File: src/rtl/seg7_mmio_display.sv
// rtl/seg7_mmio_display.sv - MMIO LED register consumer driving an 8-digit multiplexed 7-segment display
//
// Captures 32-bit values written to the LED register and scans them as eight hex
// digits on a common-anode display. New values take effect only on a scan-frame
// boundary, so one frame never mixes digits from two different values.
//
// Ports:
//   clk          system clock
//   rst_n        asynchronous active-low reset
//   led_wdata    value from the LED register write
//   led_we       one-cycle write strobe, qualifies led_wdata
//   an           digit anodes, active-low, bit i = digit i (digit 0 = nibble [3:0])
//   seg          segments {g,f,e,d,c,b,a}, active-low
//   dp           decimal point, active-low, always off
//   frame_tick   one-cycle pulse when the scan wraps from the last digit to digit 0
//   shown_value  value currently being scanned
module seg7_mmio_display #(
   parameter int unsigned REFRESH_DIV     = 100000,
   parameter int unsigned NUM_DIGITS      = 8,
   parameter bit          LEAD_ZERO_BLANK = 1'b1
) (
   input  logic        clk,
   input  logic        rst_n,
   input  logic [31:0] led_wdata,
   input  logic        led_we,
   output logic [7:0]  an,
   output logic [6:0]  seg,
   output logic        dp,
   output logic        frame_tick,
   output logic [31:0] shown_value
);

   localparam int unsigned DIV_W = $clog2(REFRESH_DIV);
   localparam int unsigned IDX_W = $clog2(NUM_DIGITS);
   localparam logic [DIV_W-1:0] DIV_LAST = DIV_W'(REFRESH_DIV - 1);
   localparam logic [IDX_W-1:0] IDX_LAST = IDX_W'(NUM_DIGITS - 1);

   logic [DIV_W-1:0] div_cnt_q, div_cnt_d;
   logic [IDX_W-1:0] digit_idx_q, digit_idx_d;
   logic [31:0]      pending_val_q, pending_val_d;
   logic             pending_q, pending_d;
   logic [31:0]      shown_q, shown_d;
   logic             tick_q, tick_d;
   logic [7:0]       an_q, an_d;
   logic [6:0]       seg_q, seg_d;

   logic             terminal;
   logic             boundary;
   logic [31:0]      upper;
   logic             blank;

   function automatic logic [6:0] hex_decode(input logic [3:0] nib);
      case (nib)
         4'h0: hex_decode = 7'h40;
         4'h1: hex_decode = 7'h79;
         4'h2: hex_decode = 7'h24;
         4'h3: hex_decode = 7'h30;
         4'h4: hex_decode = 7'h19;
         4'h5: hex_decode = 7'h12;
         4'h6: hex_decode = 7'h02;
         4'h7: hex_decode = 7'h78;
         4'h8: hex_decode = 7'h00;
         4'h9: hex_decode = 7'h10;
         4'hA: hex_decode = 7'h08;
         4'hB: hex_decode = 7'h03;
         4'hC: hex_decode = 7'h46;
         4'hD: hex_decode = 7'h21;
         4'hE: hex_decode = 7'h06;
         default: hex_decode = 7'h0E;
      endcase
   endfunction

   always_comb begin
      terminal = (div_cnt_q == DIV_LAST);
      boundary = terminal && (digit_idx_q == IDX_LAST);

      div_cnt_d   = terminal ? '0 : div_cnt_q + 1'b1;
      digit_idx_d = terminal ? digit_idx_q + 1'b1 : digit_idx_q;

      // Last write in a frame wins; the pending flag survives until a boundary.
      pending_val_d = led_we ? led_wdata : pending_val_q;
      pending_d     = pending_q | led_we;
      shown_d       = shown_q;
      if (boundary) begin
         // A write landing on the boundary edge itself bypasses the pending
         // register so it is not deferred a whole extra frame.
         if (led_we) begin
            shown_d   = led_wdata;
            pending_d = 1'b0;
         end else if (pending_q) begin
            shown_d   = pending_val_q;
            pending_d = 1'b0;
         end
      end
      tick_d = boundary;

      // upper holds the current digit and everything above it; zero means this
      // slot is a leading zero. Digit 0 is never blanked.
      upper = shown_q >> {digit_idx_q, 2'b00};
      blank = LEAD_ZERO_BLANK && (digit_idx_q != '0) && (upper == 32'h0);
      an_d  = blank ? 8'hFF : ~(8'h01 << digit_idx_q);
      seg_d = blank ? 7'h7F : hex_decode(upper[3:0]);
   end

   always_ff @(posedge clk or negedge rst_n) begin
      if (!rst_n) begin
         div_cnt_q     <= '0;
         digit_idx_q   <= '0;
         pending_val_q <= 32'h0;
         pending_q     <= 1'b0;
         shown_q       <= 32'h0;
         tick_q        <= 1'b0;
         an_q          <= 8'hFF;
         seg_q         <= 7'h7F;
      end else begin
         div_cnt_q     <= div_cnt_d;
         digit_idx_q   <= digit_idx_d;
         pending_val_q <= pending_val_d;
         pending_q     <= pending_d;
         shown_q       <= shown_d;
         tick_q        <= tick_d;
         an_q          <= an_d;
         seg_q         <= seg_d;
      end
   end

   assign an          = an_q;
   assign seg         = seg_q;
   assign dp          = 1'b1;
   assign frame_tick  = tick_q;
   assign shown_value = shown_q;

endmodule

File: config.mk
export PLATFORM = sky130hd
export DESIGN_NAME = seg7_mmio_display
export DESIGN_NICKNAME = d
export VERILOG_FILES = /design/src/rtl/seg7_mmio_display.sv
export SDC_FILE = /design/constraint.sdc
export NUM_CORES = 1
export LEC_CHECK = 0
export CORE_MARGIN = 10
export CORE_UTILIZATION = 40
export CTS_BUF_LIST = sky130_fd_sc_hd__clkbuf_8 sky130_fd_sc_hd__clkbuf_16
export DETAILED_ROUTE_END_ITERATION = 10
export PLACE_DENSITY = 0.61
export SYNTH_ARGS = -nofsm -noshare
export SYNTH_HDL_FRONTEND = slang
export SYNTH_SLANG_ARGS = --single-unit
File: constraint.sdc
create_clock -name clk -period 3.4 [get_ports clk]
set_input_delay 0.68 -clock clk [delete_from_list [all_inputs] [get_ports clk]]
set_output_delay 0.68 -clock clk [all_outputs]
set_load 0.005 [all_outputs]
=== After elaboration in Yosys (flattened, before gate mapping) ===
Memories as Yosys holds them, arrays and structs flattened.
Cells that the tools add are included.

* Register bits: 101
* Bits in read-only memories: 112
* Input port bits: 35
* Word-level logic and storage cells: 31
* Memories kept: 1

{| class="wikitable"
|+ Memory list
! memory !! words !! width !! read ports !! clocked after Yosys merged registers in !! write ports !! RTL line !! text
|-
| (name not given) || 16 || 7 || 1 || 0 || 0 || 53 || <nowiki>case (nib)</nowiki>
|}

* $add $sub $neg: 2
* Equal/unequal tests: 2
* Shift operators: 2
* Muxes and demuxes: 8
* Bitwise logic cells: 2
* Reduce and logical (&&, ||, !) cells: 6

{| class="wikitable"
|+ Operator list
! kind !! number
|-
| $mux 32 || 2
|-
| $logic_not 32->1 || 1
|-
| $shr 32x5->32 || 1
|-
| $add 17x1->17 const B || 1
|-
| $eq 17x17->1 const B || 1
|-
| $mux 17 || 1
|-
| $mux 8 || 1
|-
| $not 8->8 || 1
|-
| $shl 1x3->8 const A || 1
|-
| $mux 7 || 1
|-
| $add 3x1->3 const B || 1
|-
| $eq 3x3->1 const B || 1
|-
| $mux 1 || 3
|-
| $reduce_bool 3->1 || 1
|-
| $logic_and 1x1->1 || 2
|-
| $reduce_and 2->1 || 1
|-
| $reduce_bool 2->1 || 1
|-
| $or 1x1->1 || 1
|}

=== Depth between registers and ports, before layout ===
* Word-level depth: 4
* Mapped depth: 10
* Mapped depth without buffers: 7

=== Least setup slack after synthesis ===
Ideal clock, no wire load.

* Path type: flip-flop to flip-flop
* Start: reg digit_idx_q[1]
* End: reg seg_q[0], in the netlist seg[0]
* Library setup time: 0.079 ns
* Arrival: 2.763 ns
* Data required time: 3.321 ns
* Setup slack: 0.558 ns
* Stages on the path, launching flop included: 11
* Buffers on the path: 3
* Period minus slack after synthesis: 2.842 ns
* Path through: dfrtp_1 clkbuf_1 buf_1 mux4_2 mux2i_1 ha_1 nand2_1 a2111oi_2 o21ai_0 clkbuf_1 o22ai_1

* Cells in the longest elaborated chain, start to end: 4

{| class="wikitable"
|+ RTL lines
! item !! RTL line !! text
|-
| start, declared || 39 || <nowiki>logic [IDX_W-1:0] digit_idx_q, digit_idx_d;</nowiki>
|-
| start signal, assigned || 117 || <nowiki>digit_idx_q <= digit_idx_d;</nowiki>
|-
| parallel branches: the longest is 3 deep, another holds $mem_v2 16x7 || - ||
|-
| $mux 7 * || 102 || <nowiki>seg_d = blank ? 7'h7F : hex_decode(upper[3:0]);</nowiki>
|-
| net seg_d[0] || 45 || <nowiki>logic [6:0] seg_q, seg_d;</nowiki>
|-
| end signal, assigned || 123 || <nowiki>seg_q <= seg_d;</nowiki>
|-
| end, declared || 45 ||
|}

Mark *: on every way through the listed nets, which the timed path passes.
A chain may end at the register's enable or synchronous reset.

=== Final worst setup path ===
Same ends and word-level chain as after synthesis.

==> run summary <==
========================================================================================================
Number of instances in the synthesized netlist ............................................          348
Seq/Total Area, Yosys .....................................................................        53.6%
Setup violations, final ...................................................................            0
Final WL ..................................................................................     10600 um
Number of DRC violations after detailed-routing iteration 0 ...............................          201
Worst setup skew after layout .............................................................      9.81 ps
X dimension of the die ....................................................................       129 um
Total setup buffers inserted after CTS ....................................................            0
Global placer's final weighted congestion .................................................        0.825
Number of cells traversed by the worst register-to-register path ..........................            7
Count of unresolved DRC violations after routing ..........................................            0
Type of the worst min-delay path .......................................................... input port to async pin
Number of I/O pins ........................................................................           84
Warnings from Yosys .......................................................................            0
Main area contributors after synthesis .................................................... sky130_fd_sc_hd__dfrtp_1 45%, sky130_fd_sc_hd__mux2_4 9.5%, sky130_fd_sc_hd__mux2_2 8.8%, sky130_fd_sc_hd__dfstp_2 8.3%, sky130_fd_sc_hd__mux4_2 4.3%
Final worst path period need ..............................................................      2930 ps
Async SR Flop Fraction ....................................................................         100%
Global-route wire length before repair ....................................................     17600 um
Floorplan die area ........................................................................    16600 um2
Number of enable flip-flop cells after synthesis ..........................................            0
Number of antenna cells inserted ..........................................................            0
Minimum hold slack ........................................................................       308 ps
Portion of netlist area occupied by mux cells .............................................        24.0%
P_leak ....................................................................................   0.00274 uW
Register-to-Register Setup Slack ..........................................................       470 ps
Most instantiated library cell after synthesis ............................................ sky130_fd_sc_hd__dfrtp_1
Average detailed-routed wire length per instance ..........................................      18.2 um
Maximum clock frequency ...................................................................      341 MHz
Global-route usage over all layers ........................................................        13.4%
Type of element capturing the critical path ...............................................         flop
Main synth FF type ........................................................................ sky130_fd_sc_hd__dfrtp_1
Status .................................................................................... finished, final reports clean
1st-pass router iterations ................................................................            4
Buffer depth of the longest clock path ....................................................            2
Parity-gate share of the synthesized area counting xor and xnor cells .....................        3.13%
Maximum resistive drop on vdd .............................................................   0.000257 V
Count of standard-cell rows ...............................................................           39
Share of post-route cells with drive strength above 1 .....................................        27.4%
Clock network latency to the later pin of the worst-skew pair .............................       340 ps
Via count .................................................................................         3060
Main combinational cell family by area after synthesis .................................... multiplexers
Power per standard cell area ..............................................................   407 nW/um2
Worst slew margin .........................................................................        30.3%
Number of distinct library cells after synthesis ..........................................           50
Clock tree from TritonCTS .................................................................        built
Quantity of I/O buffers inserted on ports .................................................           82
Fillers ...................................................................................         1016
Critical path data arrival time ...........................................................      3180 ps
Commonest cells in the netlist ............................................................ 86 x sky130_fd_sc_hd__dfrtp_1, 37 x sky130_fd_sc_hd__mux2_2, 30 x sky130_fd_sc_hd__mux2_4
Setup CP Type ............................................................................. flop to flop
CTS Root Cell ............................................................................. sky130_fd_sc_hd__clkbuf_16
Final Slew Violations .....................................................................            0
Quantity of hold-fixing buffers added after cts ...........................................            0
Number of max-cap violations ..............................................................            0
Vert. Die Dim .............................................................................       129 um
Setup repair after global routing missed its margin .......................................           no
Post-CTS clock slew at the launch and capture registers of the worst setup and hold paths .        70 ps
Utilization after layout ..................................................................        52.6%
Fraction of the cycle the final worst path needs ..........................................        86.1%
Largest fanout on the critical path .......................................................           19
Required time of the worst setup path .....................................................      3650 ps
Layout net count ..........................................................................          481
Pin count of the biggest net entering global routing ......................................           61
Area fraction of the dominant cell type after synthesis ...................................        45.3%
Startpoint types ..........................................................................         flop
Post-synthesis adder-cell area fraction ...................................................        3.42%
Number of storage elements in the synthesis netlist .......................................          101
Worst flop-to-flop path endpoint ..........................................................       seg[0]
Most area-hungry cell type in the Yosys netlist ........................................... sky130_fd_sc_hd__dfrtp_1
Number of vias per cell after detailed routing ............................................         5.27
Initial antenna violation count ...........................................................            0
Clock tree sinks ..........................................................................          101
Area fraction in compound gates after synthesis ...........................................        4.32%
Count of nets left with antenna violations after detail routing ...........................            0
Final sum of negative setup slack .........................................................         0 ps
Synth-to-layout area growth ...............................................................        27.4%
Global route total overflow ...............................................................            0
Beginning of the worst register-to-register path .......................................... digit_idx_q[1]
Cells resized by post-CTS repair ..........................................................            0
Initial core utilization ..................................................................        41.3%
Simple-gate area share of the yosys netlist ...............................................        8.87%
Number of hold-slack violations in the final timing report ................................            0
Net count after synthesis .................................................................          396
Post-route cell area ......................................................................     6050 um2
Syn Area/Cell .............................................................................     13.7 um2
Number of CTS-inserted buffers ............................................................            9
Maximum level of the CTS H-tree ...........................................................            3
Placed wire-length estimate ...............................................................      7850 um
Number of global-route vias before repair .................................................         3286
Syn Std Cell Area .........................................................................     4750 um2
Core outline area .........................................................................    11500 um2
Instance area after placement .............................................................     5730 um2
Transition time of the tightest slew-check pin ............................................      1030 ps
========================================================================================================
## sequential cells by signal (all words and copies together) (netlist names)
signal / cells
digit_idx_q: 3
frame_tick: 1
pending_val_q: 32
pending_q: 1
div_cnt_q: 17
an: 8
seg: 7
shown_value: 32
## kinds of logic after synthesis
| kind of cell | after synthesis |
|---|---|
| flops | 101 |
| buf+inv | 25 |
| other cells | 1 |
| mux | 83 |
| fa+ha+maj | 13 |
| xor+xnor | 17 |
| simple gates | 79 |
| compound gates | 29 |
## routing by layer
| layer | track usage (%) | share of wire [%] | wire, um |
|---|---|---|---|
| met3 | 4.11 | 6.8 | 713 |
| met4 | 5.89 | 2.1 | 218 |
| met5 | 0 | 0 | 0 |
| met2 | 20.4 | 46 | 4850 |
| met1 | 17.2 | 45 | 4780 |
## worst max-delay path by stage
| stage | startpoint | end | depth (start not counted) |
|---|---|---|---|
| floorplan | digit_idx_q[1] | seg[0] | 10 |
| global placement | digit_idx_q[0] | seg[0] | 6 |
| detailed placement | digit_idx_q[0] | seg[2] | 7 |
| CTS | digit_idx_q[0] | seg[2] | 7 |
| global route | digit_idx_q[0] | an[7] | 7 |
| finish | digit_idx_q[1] | seg[0] | 7 |
## cell type report
class	count	area (um2)	share of cell area, %
Clock inverter	6	80.1	1.32
Multi-Input combinational cell	222	2080	34.4
Inverter	9	33.8	0.558
Timing Repair Buffer	90	891	14.7
Clock buffer	10	239	3.95
Sequential cell	101	2550	42.1
Tap cell	143	179	2.96
## stage by stage
step | worst slack (ps) | cells | total power (uW)
2_1_floorplan | 558 | 348 | 1320
3_3_place_gp | 413 | 565 | 1400
3_5_place_dp | 299 | 565 | 1400
4_1_cts | 263 | 581 | 2490
5_1_grt | 124 | 581 | 2550
6_report | 471 | 581 | 2460
## critical path: stages, from the launching register on
cell                        delay [ps]
sky130_fd_sc_hd__dfrtp_1           770
sky130_fd_sc_hd__mux4_2            420
sky130_fd_sc_hd__mux2i_1           210
sky130_fd_sc_hd__ha_1              210
sky130_fd_sc_hd__nand2_1            70
sky130_fd_sc_hd__a2111oi_2         340
sky130_fd_sc_hd__o21ai_0           460
sky130_fd_sc_hd__o22ai_1           340
## layout by cell type (no fill, tap or decap), drive strengths merged, types with 7 or more instances in the layout
| cell | netlist | layout |
|---|---|---|
| mux2 | 67 | 67 |
| dfstp | 15 | 15 |
| nor4 | 7 | 7 |
| nand3 | 9 | 9 |
| clkdlybuf4s50 | 0 | 81 |
| inv | 8 | 11 |
| mux4 | 9 | 9 |
| xnor2 | 12 | 12 |
| dfrtp | 86 | 86 |
| clkbuf | 9 | 10 |
| nor3 | 8 | 8 |
| nand2 | 15 | 15 |
| buf | 7 | 9 |
| ha | 13 | 13 |
| nor2 | 22 | 22 |
| mux2i | 7 | 7 |
| o21ai | 10 | 10 |
## where the power goes
group / leakage [uW] / internal [uW] / switching [uW]
registers: 0.00126 / 1240 / 9.25
clock network: 0.000166 / 658 / 427
logic: 0.00131 / 72.3 / 54.5
Note: power is estimated with default switching activity, not from simulation.
